<file path="src/rtl/ahfp_pkg.sv">
// ahfp_pkg: shared constants and types for the ahfp floating-point blocks.
// Format: sign[31], exponent[30:23] (bias 127), mantissa[22:0] with hidden 1.
// No denormals; exponent 0 means zero.
package ahfp_pkg;

  localparam int unsigned EXP_W = 8;
  localparam int unsigned MAN_W = 23;
  localparam int unsigned BIAS  = 127;

  localparam logic [31:0] MAX_FINITE = 32'h7F7F_FFFF;
  localparam logic [31:0] POS_INF    = 32'h7F80_0000;

  typedef enum logic [1:0] {
    ACC   = 2'd0,
    READ  = 2'd1,
    CLEAR = 2'd2,
    SUB   = 2'd3
  } op_e;

  typedef enum logic [2:0] {
    IDLE,
    ALIGN,
    ADD,
    NORM,
    DONE1
  } state_e;

  // Unpacked operand: 24-bit mantissa includes the hidden bit.
  typedef struct packed {
    logic             s;
    logic [EXP_W-1:0] e;
    logic [MAN_W:0]   m;
  } unp_t;

  // exp==0 is zero (mantissa forced 0); exp==255 is clamped to max finite.
  function automatic unp_t unpack(input logic [31:0] x);
    unp_t u;
    u.s = x[31];
    if (x[30:23] == '0) begin
      u.e = '0;
      u.m = '0;
    end else if (x[30:23] == '1) begin
      u.e = 8'd254;
      u.m = '1;
    end else begin
      u.e = x[30:23];
      u.m = {1'b1, x[22:0]};
    end
    return u;
  endfunction

endpackage

</file>
<file path="src/rtl/ahfp_align_shift.sv">
// ahfp_align_shift: combinational 24-bit right barrel shifter used to align
// the smaller operand. Shift amounts >= 24 clear the result.
// Ports:
//   i_mant  [23:0] mantissa to shift
//   i_shamt [7:0]  right-shift amount (exponent difference)
//   o_mant  [23:0] shifted mantissa, shifted-out bits discarded
module ahfp_align_shift (
  input  logic [23:0] i_mant,
  input  logic [7:0]  i_shamt,
  output logic [23:0] o_mant
);

  always_comb begin
    o_mant = '0;
    if (i_shamt < 8'd24) begin
      o_mant = i_mant >> i_shamt;
    end
  end

endmodule

</file>
<file path="src/rtl/ahfp_acc.sv">
// ahfp_acc: multi-cycle Nios II custom-instruction floating-point
// accumulator. Adds (ACC) or subtracts (SUB) dataa into an internal
// accumulator, READs it, or CLEARs it (returning the old value).
// Optional feature macro: AHFP_ACC_FLAGS_EN adds sticky flags output.
// Parameter:
//   SAT_ON_OVF  1: overflow saturates to +/-max finite, 0: +/-infinity
// Ports:
//   clk     system clock
//   reset   synchronous active-high reset
//   clk_en  clock enable; low holds all state
//   start   command strobe, sampled only in IDLE
//   n[1:0]  opcode: 0 ACC, 1 READ, 2 CLEAR, 3 SUB
//   dataa   32-bit operand
//   done    one-cycle completion pulse
//   result  command result, held until next done
//   flags   (AHFP_ACC_FLAGS_EN only) bit0 sticky overflow, bit1 sticky flush
module ahfp_acc
  import ahfp_pkg::*;
#(
  parameter int SAT_ON_OVF = 1
) (
  input  logic        clk,
  input  logic        reset,
  input  logic        clk_en,
  input  logic        start,
  input  logic [1:0]  n,
  input  logic [31:0] dataa,
  output logic        done,
  output logic [31:0] result
`ifdef AHFP_ACC_FLAGS_EN
  ,
  output logic [1:0]  flags
`endif
);

  state_e      r_state;
  op_e         r_op;
  logic [31:0] r_acc;
  logic [31:0] r_result;
  logic        r_done;
  unp_t        r_a;
  unp_t        r_b;
  logic [23:0] r_ml;
  logic [23:0] r_ms;
  logic [7:0]  r_el;
  logic        r_sl;
  logic        r_diff;
  logic [24:0] r_sum;
  logic [7:0]  r_exp;

  // Magnitude ordering and alignment of the smaller operand.
  logic        w_a_big;
  logic [7:0]  w_el;
  logic [7:0]  w_es;
  logic [23:0] w_ms_raw;
  logic [23:0] w_ms_shift;

  assign w_a_big  = {r_a.e, r_a.m} >= {r_b.e, r_b.m};
  assign w_el     = w_a_big ? r_a.e : r_b.e;
  assign w_es     = w_a_big ? r_b.e : r_a.e;
  assign w_ms_raw = w_a_big ? r_b.m : r_a.m;

  ahfp_align_shift u_shift (
    .i_mant  (w_ms_raw),
    .i_shamt (w_el - w_es),
    .o_mant  (w_ms_shift)
  );

  // Normalisation finish decode: one decision per NORM cycle.
  logic        w_ovf;
  logic        w_unf;
  logic        w_fin;
  logic [31:0] w_val;
  logic [31:0] w_ovf_val;

  assign w_ovf_val = (SAT_ON_OVF != 0) ? {r_sl, MAX_FINITE[30:0]}
                                       : {r_sl, POS_INF[30:0]};
  assign w_ovf = (r_state == NORM) && r_sum[24] && (r_exp == 8'd254);
  assign w_unf = (r_state == NORM) && (r_sum[24:23] == 2'b00) &&
                 (r_sum != '0) && (r_exp == 8'd1);

  always_comb begin
    w_fin = 1'b0;
    w_val = '0;
    if (r_state == NORM) begin
      if (r_sum == '0) begin
        w_fin = 1'b1;                     // exact cancellation -> +0
      end else if (w_ovf) begin
        w_fin = 1'b1;
        w_val = w_ovf_val;
      end else if (r_sum[24]) begin
        w_fin = 1'b1;
        w_val = {r_sl, r_exp + 8'd1, r_sum[23:1]};
      end else if (r_sum[23]) begin
        w_fin = 1'b1;
        w_val = {r_sl, r_exp, r_sum[22:0]};
      end else if (w_unf) begin
        w_fin = 1'b1;
        w_val = {r_sl, 31'd0};
      end
    end
  end

  always_ff @(posedge clk) begin
    if (reset) begin
      r_state  <= IDLE;
      r_op     <= ACC;
      r_acc    <= '0;
      r_result <= '0;
      r_done   <= 1'b0;
      r_a      <= '0;
      r_b      <= '0;
      r_ml     <= '0;
      r_ms     <= '0;
      r_el     <= '0;
      r_sl     <= 1'b0;
      r_diff   <= 1'b0;
      r_sum    <= '0;
      r_exp    <= '0;
    end else if (clk_en) begin
      r_done <= 1'b0;
      case (r_state)
        IDLE: begin
          if (start) begin
            r_op <= op_e'(n);
            r_a  <= unpack(r_acc);
            // SUB is ACC with the operand sign flipped at latch time.
            r_b  <= unpack({dataa[31] ^ (n == SUB), dataa[30:0]});
            if (n == READ || n == CLEAR) r_state <= DONE1;
            else                         r_state <= ALIGN;
          end
        end
        DONE1: begin
          r_result <= r_acc;
          r_done   <= 1'b1;
          if (r_op == CLEAR) r_acc <= '0;
          r_state  <= IDLE;
        end
        ALIGN: begin
          r_ml    <= w_a_big ? r_a.m : r_b.m;
          r_ms    <= w_ms_shift;
          r_el    <= w_el;
          r_sl    <= w_a_big ? r_a.s : r_b.s;
          r_diff  <= r_a.s ^ r_b.s;
          r_state <= ADD;
        end
        ADD: begin
          r_sum   <= r_diff ? ({1'b0, r_ml} - {1'b0, r_ms})
                            : ({1'b0, r_ml} + {1'b0, r_ms});
          r_exp   <= r_el;
          r_state <= NORM;
        end
        NORM: begin
          if (w_fin) begin
            r_acc    <= w_val;
            r_result <= w_val;
            r_done   <= 1'b1;
            r_state  <= IDLE;
          end else begin
            r_sum <= {r_sum[23:0], 1'b0};
            r_exp <= r_exp - 8'd1;
          end
        end
        default: r_state <= IDLE;
      endcase
    end
  end

  assign done   = r_done;
  assign result = r_result;

`ifdef AHFP_ACC_FLAGS_EN
  logic [1:0] r_flags;

  always_ff @(posedge clk) begin
    if (reset) begin
      r_flags <= '0;
    end else if (clk_en) begin
      if (r_state == DONE1 && r_op == CLEAR) begin
        r_flags <= '0;
      end else if (w_fin) begin
        r_flags <= r_flags | {w_unf, w_ovf};
      end
    end
  end

  assign flags = r_flags;
`endif

endmodule
</file>
<file path="config.mk">
export PLATFORM = sky130hd
export DESIGN_NAME = ahfp_acc
export DESIGN_NICKNAME = d
export VERILOG_FILES = /design/src/rtl/ahfp_pkg.sv /design/src/rtl/ahfp_align_shift.sv /design/src/rtl/ahfp_acc.sv
export SDC_FILE = /design/constraint.sdc
export NUM_CORES = 1
export LEC_CHECK = 0
export ABC_AREA = 1
export CORE_ASPECT_RATIO = 1.25
export CORE_UTILIZATION = 53
export CTS_CLUSTER_DIAMETER = 100
export CTS_CLUSTER_SIZE = 10
export DETAILED_ROUTE_END_ITERATION = 10
export MAX_ROUTING_LAYER = met4
export PLACE_DENSITY = 0.74
export RECOVER_POWER = 100
export SLEW_MARGIN = 20
export SYNTH_ARGS = -nofsm -noshare
export SYNTH_HDL_FRONTEND = slang
export SYNTH_SLANG_ARGS = --single-unit
</file>
<file path="constraint.sdc">
create_clock -name clk -period 3.2 [get_ports clk]
set_input_delay 0.32 -clock clk [delete_from_list [all_inputs] [get_ports clk]]
set_output_delay 0.32 -clock clk [all_outputs]
set_load 0.005 [all_outputs]
</file>
## Yosys cells after proc, flatten, opt, wreduce, memory -nomap -nowiden

Cells that the tools add are included.

- Bits in registers: 227
- Input bits: 38
- Output and inout port bits: 33

- Mux-type cells: 36
- Add/subtract/negate cells: 5
- Eq/ne operators: 16
- Bitwise logic cells: 2
- Reductions and logical operators: 20
- $lt $le $gt $ge: 2
- Shift-type cells: 1

Operators by type and width:

| kind | number |
|---|---|
| two-way mux 32 bit | 11 |
| case mux 32 bit (2 select lines) | 2 |
| two-way mux 24 bit | 3 |
| two-way mux 25 bit | 2 |
| case mux 25 bit (2 select lines) | 1 |
| >= comparator 32 bit | 1 |
| adder 24 x 24 -> 25 bit | 1 |
| logical NOT 25 bit | 1 |
| nonzero test 25 bit | 1 |
| subtractor 24 x 24 -> 25 bit | 1 |
| == test 8 bit (second input constant) | 3 |
| two-way mux 8 bit | 3 |
| right shift 24 x 8 -> 24 bit | 1 |
| logical NOT 8 bit | 2 |
| case mux 8 bit (2 select lines) | 1 |
| case mux 3 bit (4 select lines) | 1 |
| AND reduction 3 bit | 4 |
| two-way mux 3 bit | 3 |
| adder 8 x 1 -> 8 bit (second input constant) | 1 |
| == test 8 x 1 -> 1 bit (second input constant) | 1 |
| less-than comparator 8 x 5 -> 1 bit (second input constant) | 1 |
| two-way mux 1 bit | 8 |
| != test 2 bit (second input constant) | 4 |
| subtractor 8 x 1 -> 8 bit (second input constant) | 1 |
| 15 further kinds | 24 |

## Longest topological paths before layout

Gate-level depths: netlist of run 1.

- Depth after elaboration: 12
- Mapped depth: 34
- Depth with buffers taken out: 33

## Modules after synthesis

A second synthesis of run 1 with hierarchy kept.

- Cells, all modules: 2,239
- Area, all modules: 14,611.5 µm²

Modules (own cells, without submodules):

| module | instances | seq. area each (µm²) | cells an instance | area an instance (µm²) |
|---|---|---|---|---|
| ahfp_acc | 1 | 4,544.4 | 1,957 | 13,264.0 |
| ahfp_align_shift | 1 | 0.0 | 282 | 1,347.5 |

## Least setup slack after synthesis of run 1

No wires, ideal clock.

- Path kind: reg-to-reg
- Start point: register r_diff
- End point: register r_sum[23]
- Required time: 3.072 ns
- Setup slack: -0.310 ns
- Stages on the path, launching flop included: 24
- Arrival: 3.382 ns
- Path through: dfxtp_1 > clkbuf_1 > inv_1 > clkbuf_1 > o21ai_0 > xnor2_1 > inv_1 > ha_1 > nand2_1 > o21ai_0 > inv_1 > o21a_1 > o21ai_0 > nand3_1 > nand2_1 > nand2_1 > nand3_1 > a21boi_0 > o21ai_0 > a21oi_1 > xor2_1 > a21oi_1 > a21oi_1 > nor2_1

- Word-level cells in the longest chain between the ends: 2

Ends and longest elaborated chain:

| item | RTL line | source |
|---|---|---|
| start: declaration | ahfp_acc.sv:47 | `logic r_diff;` |
| start signal: assignment | ahfp_acc.sv:144 | `r_diff <= r_a.s ^ r_b.s;` |
| two-way mux 25 bit | ahfp_acc.sv:148 | `r_sum <= r_diff ? ({1'b0, r_ml} - {1'b0, r_ms})` |
| case mux 25 bit (2 select lines) | ahfp_acc.sv:122 | `case (r_state)` |
| end signal: assignment | ahfp_acc.sv:148 |  |
| end signal: assignment | ahfp_acc.sv:160 | `r_sum <= {r_sum[23:0], 1'b0};` |
| end: declaration | ahfp_acc.sv:48 | `logic [24:0] r_sum;` |

Every way passes these cells.
A chain may end at the register's enable or synchronous reset.

## Worst setup path in the final report of run 1

- Start point: register r_b[30] (netlist bit)
- End point: register r_ms[8]

- Word-level cells in the longest chain between the ends: 5

Ends and longest elaborated chain:

| item | RTL line | source |
|---|---|---|
| start: declaration | ahfp_acc.sv:42 | `unp_t r_b;` |
| start signal: assignment | ahfp_acc.sv:128 | `r_b <= unpack({dataa[31] ^ (n == SUB), dataa[30:0]});` |
| >= comparator 32 bit | ahfp_acc.sv:58 | `assign w_a_big = {r_a.e, r_a.m} >= {r_b.e, r_b.m};` |
| two-way mux 8 bit, on equally long branches | ahfp_acc.sv:59, ahfp_acc.sv:60 |  |
| subtractor 8 bit | ahfp_acc.sv:65 | `.i_shamt (w_el - w_es),` |
| right shift 24 x 8 -> 24 bit / less-than comparator 8 x 5 -> 1 bit (equally long branches) | ahfp_align_shift.sv:16, ahfp_align_shift.sv:15 |  |
| two-way mux 24 bit (*) | ahfp_align_shift.sv:15 | `if (i_shamt < 8'd24) begin` |
| end signal: assignment | ahfp_acc.sv:141 | `r_ms <= w_ms_shift;` |
| end: declaration | ahfp_acc.sv:44 | `logic [23:0] r_ms;` |

Mark *: on every way between the ends. The rest lies on a longest branch, timed or not.

==> results of run 1 <==
power groups by stage:
stage	sequential [W]	clock [W]	combinational, W
6_report	0.00307	0.00262	0.00597
5_1_grt	0.00308	0.00274	0.00634
4_1_cts	0.00306	0.00263	0.00506
3_5_place_dp	0.00311	0	0.00430
3_3_place_gp	0.00311	0	0.00426
2_1_floorplan	0.00309	0	0.00254
routing by layer:
layer,GRT usage,vias up
li1,-,7457
met1,0.443,7161
met2,0.594,674
met3,0.0398,183
met4,0.202,0
met5,-,-
worst max-delay path, cell delays in order (launching register included):
cell       delay [ns]
dfxtp_2          0.34
inv_2            0.06
ha_4             0.28
nand2_4          0.06
nor2_4           0.16
nand2_4          0.09
nor3_4           0.20
nand2_4          0.12
buf_12           0.15
nand4_1          0.12
nand2_1          0.09
nand2_2          0.09
nand3b_4         0.11
nand2_4          0.10
nand2_2          0.05
nand2_2          0.09
nand2_2          0.07
nor2_4           0.19
buf_6            0.15
clkbuf_16        0.15
nand3_4          0.08
nand3_2          0.10
nand2_2          0.05
nand2_2          0.07
nand2_2          0.09
a21oi_2          0.13
o21ai_1          0.07
a21oi_1          0.14
registers in the layout (all words and copies together) (netlist names):
register,cells
r_a,33
r_acc,32
r_diff,1
r_exp,8
result,32
r_ms,24
r_state,3
r_op,2
r_sl,1
done,1
r_sum,25
r_ml,24
r_el,8
r_b,33
worst min path at each step:
| stage | end | start | depth (start not counted) |
|---|---|---|---|
| final | r_b[28] | dataa[27] | 3 |
| after global placement | result[31] | result[31] | 2 |
| after detailed placement | result[30] | result[30] | 2 |
| after global routing | r_b[28] | dataa[27] | 3 |
| after floorplan | r_op[1] | r_op[1] | 2 |
| after CTS | r_b[28] | dataa[27] | 3 |
layout make-up:
cell class,instances,share of cell area
timing repair buffer,305,0.140
clock inverter,1,0.000266
multi-input combinational,1468,0.503
sequential,227,0.244
inverter,272,0.0549
tap,335,0.0223
clock buffer,27,0.0359
cell families (layout without fill, tap and decap cells):
kind of cell / Yosys count / in the layout / share of synthesized area
fa+ha+maj: 64 / 64 / 0.0581
buf+inv: 401 / 605 / 0.109
compound gates: 654 / 654 / 0.258
xor+xnor: 47 / 47 / 0.0296
simple gates: 703 / 703 / 0.218
flops: 227 / 227 / 0.327
timing repair:
action	in CTS	in global routing
endpoints found under the setup margin	33	35
cloned	2	1
setup buffers	16	24
pin swaps	83	125
gates resized for setup	179	225
hold buffers	0	0
synthesized netlist by cell type, types with 2 or more instances:
master	count
nand2_1	393
a21oi_1	285
inv_1	268
o21ai_0	235
dfxtp_1	227
nand3_1	159
clkbuf_1	114
nor2_1	76
a211oi_1	66
ha_1	63
xor2_1	33
nand4_1	32
o22ai_1	22
nor3_1	18
xnor2_1	14
a31oi_1	9
buf_2	8
nor4_1	7
a221oi_1	6
buf_1	6
o211ai_1	6
o21a_1	6
o31ai_1	5
inv_2	4
nand2_2	4
a22oi_1	3
a2bb2oi_1	3
or2_2	3
and2_1	2
o21ai_1	2
or2_1	2
stage by stage:
step	hold WS [ns]	std cells	instance area, µm²	util	power [W]
global route	0.419	2635	18800	0.738	0.0122
floorplan	0.431	2096	14000	-	0.00563
finish	0.393	2635	18800	0.738	0.0117
detailed placement	0.446	2572	16200	0.635	0.00741
CTS	0.382	2618	17900	0.701	0.0107
global placement	0.439	2572	16200	0.635	0.00737
==> impl_metrics.json, run 1 <==
{
  "run_status": "complete, but fails checks",
  "violations": "capacitance limit, slew limit, setup timing",
  "synth_area_um2": 13900,
  "ys_ff_latch": 227,
  "grt_first_pass_wirelength_mm": 75.6,
  "place_ws_ns": -0.428,
  "rsz0062_at_grt": "yes",
  "fillerInstances": 2024,
  "power_frac_clock": 0.225,
  "seq_power_share": 0.263,
  "switchingPower_w": 0.00466,
  "arrival_ns": 3.92,
  "p_per_area_nw_per_um2": 619,
  "antenna_found_initial": 0,
  "crit_end": "r_ms[8]",
  "drive_above_1_share": 0.264,
  "synth_ff_type": "dfxtp_1",
  "multi_input_area_um2": 9480,
  "clk_pin_slew_ns": 0.06,
  "fp.dieW_um": 147,
  "cts.sinks": 227,
  "num_vias": 15475,
  "final_cell_mix": "nand2_1 (322), a21oi_1 (253), inv_1 (243), o21ai_0 (217), buf_4 (206)",
  "io_pins": 71,
  "path_max_fanout": 7,
  "grt-ovfl-total": 0,
  "ant_nets": 0,
  "drtPass1Iterations": 9,
  "crit_required_ns": 3.64,
  "drc": 0,
  "seq_area_um2": 4590,
  "dr_wl_met2_mm": 23.8,
  "crit_path_end_kind": "flop",
  "clkLatencyLatePin_ns": 0.53,
  "fp.dieArea_um2": 26900,
  "num_antenna_cells": 0,
  "timing.setup.tns_ns": -5.27,
  "htree_levels": 1,
  "layout_setup_ws_ns": -0.276,
  "fin_nets": 2402,
  "critPathLaunchType": "flop",
  "setup_viol": 28,
  "slew_violations": 32,
  "ys_types": 46,
  "port_buffers": 70,
  "dieHeight_um": 183,
  "synth_warnings": 0,
  "tritoncts": "done",
  "layout_worst_path_cycle_share": 1.09,
  "crit_type": "flop to flop",
  "max-vdd-ir-drop_v": 0.000429,
  "synthArstFlopShare": 0,
  "fmax_mhz": 288,
  "dr_wl_met3_mm": 3.28,
  "seq_area_frac_synth": 0.327,
  "netlist.area_leader.share": 0.327,
  "synth_edf_count": 0,
  "area_growth_pct": 35.4,
  "place_hpwl_mm": 34.2,
  "r2r_slack_ns": -0.28,
  "drt-met1-wl_mm": 20.0,
  "syn_nets": 2198,
  "drt-initial-drc-count": 1348,
  "synth_area_leader_cell": "dfxtp_1",
  "leakagePower_nw": 7.75,
  "rr_startpoint": "r_b[30]",
  "grt_usage": 0.365,
  "drt_wl_total_mm": 50.3,
  "comb_power_share": 0.512,
  "switching_share": 0.400,
  "hold_viol_final": 0,
  "holdCritPathClass": "input pin to flop",
  "period_needed_ns": 3.48,
  "start_util": 0.545,
  "internal-power_w": 0.00699,
  "reg2reg_to": "r_ms[8]",
  "wl_per_cell_um": 19.1,
  "fin_worst_skew_ns": 0.0116,
  "grt_start_max_net_pins": 161,
  "drv_cap": 1,
  "core_um2": 25500,
  "vias_per_cell": 5.87,
  "relSlewSlack": -0.128,
  "cts_buffers": 26,
  "routed.top_layer": "met4",
  "num_rows": 65,
  "cts-root-buf": "clkbuf_16",
  "grt_pass1_vias": 14371,
  "final_common_cell": "nand2_1",
  "worst_pin_slew_ns": 1.69,
  "synth_cells": 2096,
  "cp-startpoint": "r_b[30]",
  "synth_area_per_cell_um2": 6.64,
  "ff2ff_path_depth": 27,
  "clockBufferDepth": 3,
  "finalWeightedCongestion": 1.06,
  "synth_area_leaders": "dfxtp_1 (33%), nand2_1 (11%), a21oi_1 (10%), o21ai_0 (8.5%), inv_1 (7.2%)"
}
(Power assumes the default switching activity.)
==> run 2: changes to the inputs <==
--- a/config.mk
+++ b/config.mk
@@ -7,12 +7,13 @@
 export LEC_CHECK = 0
 export ABC_AREA = 1
 export CORE_ASPECT_RATIO = 1.25
+export CORE_MARGIN = 10
 export CORE_UTILIZATION = 53
 export CTS_CLUSTER_DIAMETER = 100
 export CTS_CLUSTER_SIZE = 10
 export DETAILED_ROUTE_END_ITERATION = 10
 export MAX_ROUTING_LAYER = met4
-export PLACE_DENSITY = 0.74
+export PLACE_DENSITY = 0.72
 export RECOVER_POWER = 100
 export SLEW_MARGIN = 20
 export SYNTH_ARGS = -nofsm -noshare
==> constraint.sdc (replaced) <==
create_clock -name clk -period 4.2 [get_ports clk]
set_input_delay 0.42 -clock clk [delete_from_list [all_inputs] [get_ports clk]]
set_output_delay 0.42 -clock clk [all_outputs]
set_load 0.005 [all_outputs]
==> run 2 against run 1 <==
- the flow now finishes without violations
- clock skew grew 0.0090 ns
- clock power fell by 25%
- critical endpoint is now r_ms[0]
- critical path type unchanged
- non-clock buffer count is 191 lower
- highest routed layer unchanged
- largest power group unchanged
- global-route usage down 8.8 points
- final area shrank 17%
==> impl_metrics.json, run 2 (synthesis results as in run 1) <==
{
  "core_um2": 25900,
  "final_common_cell": "nand2_1",
  "crit_type": "flop to flop",
  "crit_path_end_kind": "flop",
  "grt_start_max_net_pins": 79,
  "path_max_fanout": 15,
  "layout_setup_ws_ns": 0.329,
  "holdPathStages": 2,
  "grt_usage": 0.277,
  "place_hpwl_mm": 34.6,
  "cts_hold_buf": 0,
  "drt_wl_total_mm": 46.7,
  "layout.cells.non_filler": 2449,
  "place_ws_ns": 0.276,
  "slew_violations": 0,
  "place_area_um2": 14900,
  "reg_top3": "r_a: 33 flops, r_b: 33 flops",
  "grt-ovfl-total": 0,
  "final_util": 0.602,
  "start_util": 0.536,
  "total_power_w": 0.00715,
  "num_vias": 14168,
  "clkLatencyLatePin_ns": 0.54,
  "critPathLaunchType": "flop",
  "antenna_found_initial": 0,
  "grt_first_pass_wirelength_mm": 71.7,
  "layout_worst_path_cycle_share": 0.922,
  "cts.sinks": 227,
  "drive_above_1_share": 0.0465,
  "fin_nets": 2211,
  "crit_required_ns": 4.66,
  "setup_viol": 0,
  "p_per_area_nw_per_um2": 458,
  "relSlewSlack": 0.0747,
  "io_pins": 71,
  "final_cell_mix": "nand2_1 (392), a21oi_1 (284), inv_1 (269), o21ai_0 (231), dfxtp_1 (227)",
  "holdCritPathClass": "input pin to flop",
  "worst_pin_slew_ns": 1.39,
  "dieHeight_um": 201,
  "ant_nets": 0,
  "area_growth_pct": 12.3,
  "final_area_um2": 15600,
  "drv_cap": 0,
  "wl_per_cell_um": 19.1,
  "drc": 0,
  "arrival_ns": 4.33,
  "finalWeightedCongestion": 0.955,
  "drt-initial-drc-count": 1449,
  "fin_worst_skew_ns": 0.0206,
  "fp.dieArea_um2": 33200,
  "cts-root-buf": "clkbuf_16",
  "num_rows": 66,
  "ff2ff_path_depth": 27,
  "port_buffers": 70,
  "max-vdd-ir-drop_v": 0.000319,
  "run_status": "completed",
  "num_antenna_cells": 0,
  "fmax_mhz": 258,
  "period_needed_ns": 3.87,
  "leakagePower_nw": 6.41,
  "clk_pin_slew_ns": 0.06,
  "htree_levels": 1,
  "vias_per_cell": 5.79,
  "hold_viol_final": 0,
  "clockBufferDepth": 3,
  "cts_buffers": 26,
  "placed_cells": 2419,
  "drtPass1Iterations": 6,
  "tritoncts": "done",
  "grt_pass1_vias": 12952,
  "fp.dieW_um": 165
}
[run 2: changes by cell type in the layout (fill, tap and decap cells not counted), sizes merged]
| cell | previous run | this run |
|---|---|---|
| clkdlybuf4s50 | 36 | 35 |
| inv | 271 | 272 |
| buf | 229 | 37 |
| clkinv | 1 | 2 |
| dlygate4sd3 | 33 | 34 |
| clkinvlp | 1 | 0 |
[run 2: final timing paths]
| kind | start | endpoint | slack (ns) |
|---|---|---|---|
| hold / removal | reset | r_acc[30] | 0.35 |
| setup reg to reg | r_b[28] | r_ms[0] | 0.33 |
| hold reg to reg | result[31] | result[31] | 0.45 |
| setup / recovery | r_b[28] | r_ms[0] | 0.33 |
[run 2: report_power, final]
group / internal (W) / switching (W) / total [W]
sequential: 0.00225 / 0.0000867 / 0.00234
clock: 0.00109 / 0.000880 / 0.00197
combinational: 0.000964 / 0.00187 / 0.00284
total: 0.00431 / 0.00284 / 0.00715
[run 2: critical path: stages, from the launching register on]
cell	delay, ns
dfxtp_1	0.37
inv_1	0.08
ha_2	0.38
nand2_1	0.11
nor2_2	0.13
nand2_1	0.08
nor3_2	0.24
nand2_4	0.13
nand3_1	0.12
nand3_2	0.11
ha_1	0.19
inv_1	0.05
nand3_1	0.12
nand2_1	0.13
nand3_1	0.12
nand2_1	0.10
nand2_1	0.08
nor2_4	0.12
buf_4	0.15
clkbuf_16	0.17
nand2_1	0.06
nand2_1	0.08
nand3_1	0.07
nand2_1	0.07
nand3_1	0.10
nand3_1	0.21
nand3_1	0.10
a21oi_1	0.12
[run 2: what timing repair did]
action / CTS / global route
setup endpoints to repair: 0 / 25
resized for setup: 0 / 15
setup buffers: 0 / 1
[run 2: layout make-up]
type	count	area, µm²
Timing Repair Buffer	114	1060
Inverter	272	1020
Clock inverter	2	21.3
Multi-Input combinational cell	1468	7900
Clock buffer	26	651
Sequential cell	227	4540
Tap cell	340	425
Fill cell	2486	10300
[run 2: routing by layer]
| metal | vias up | GRT usage | part of all wire |
|---|---|---|---|
| li1 | 7076 | - | - |
| met1 | 6482 | 0.342 | 0.42 |
| met2 | 487 | 0.431 | 0.46 |
| met3 | 123 | 0.0364 | 0.062 |
| met4 | 0 | 0.146 | 0.060 |
| met5 | - | - | 0 |
[run 2: per-stage QoR]
stage,hold slack (ns),setup TNS (ns)
final,0.349,0
after global routing,0.379,-0.107
after CTS,0.324,0
after detailed placement,0.447,0
after global placement,0.436,0
after floorplan,0.431,0
==> run 3: changes to the inputs <==
--- a/config.mk
+++ b/config.mk
@@ -6,6 +6,7 @@
 export NUM_CORES = 1
 export LEC_CHECK = 0
 export ABC_AREA = 1
+export CAP_MARGIN = 5
 export CORE_ASPECT_RATIO = 1.25
 export CORE_MARGIN = 10
 export CORE_UTILIZATION = 53
@@ -15,7 +16,7 @@
 export MAX_ROUTING_LAYER = met4
 export PLACE_DENSITY = 0.72
 export RECOVER_POWER = 100
-export SLEW_MARGIN = 20
+export SLEW_MARGIN = 15
 export SYNTH_ARGS = -nofsm -noshare
 export SYNTH_HDL_FRONTEND = slang
 export SYNTH_SLANG_ARGS = --single-unit
==> results of run 3 <==
Same layout as run 2: the final DEF is identical, and so are final timing and power.
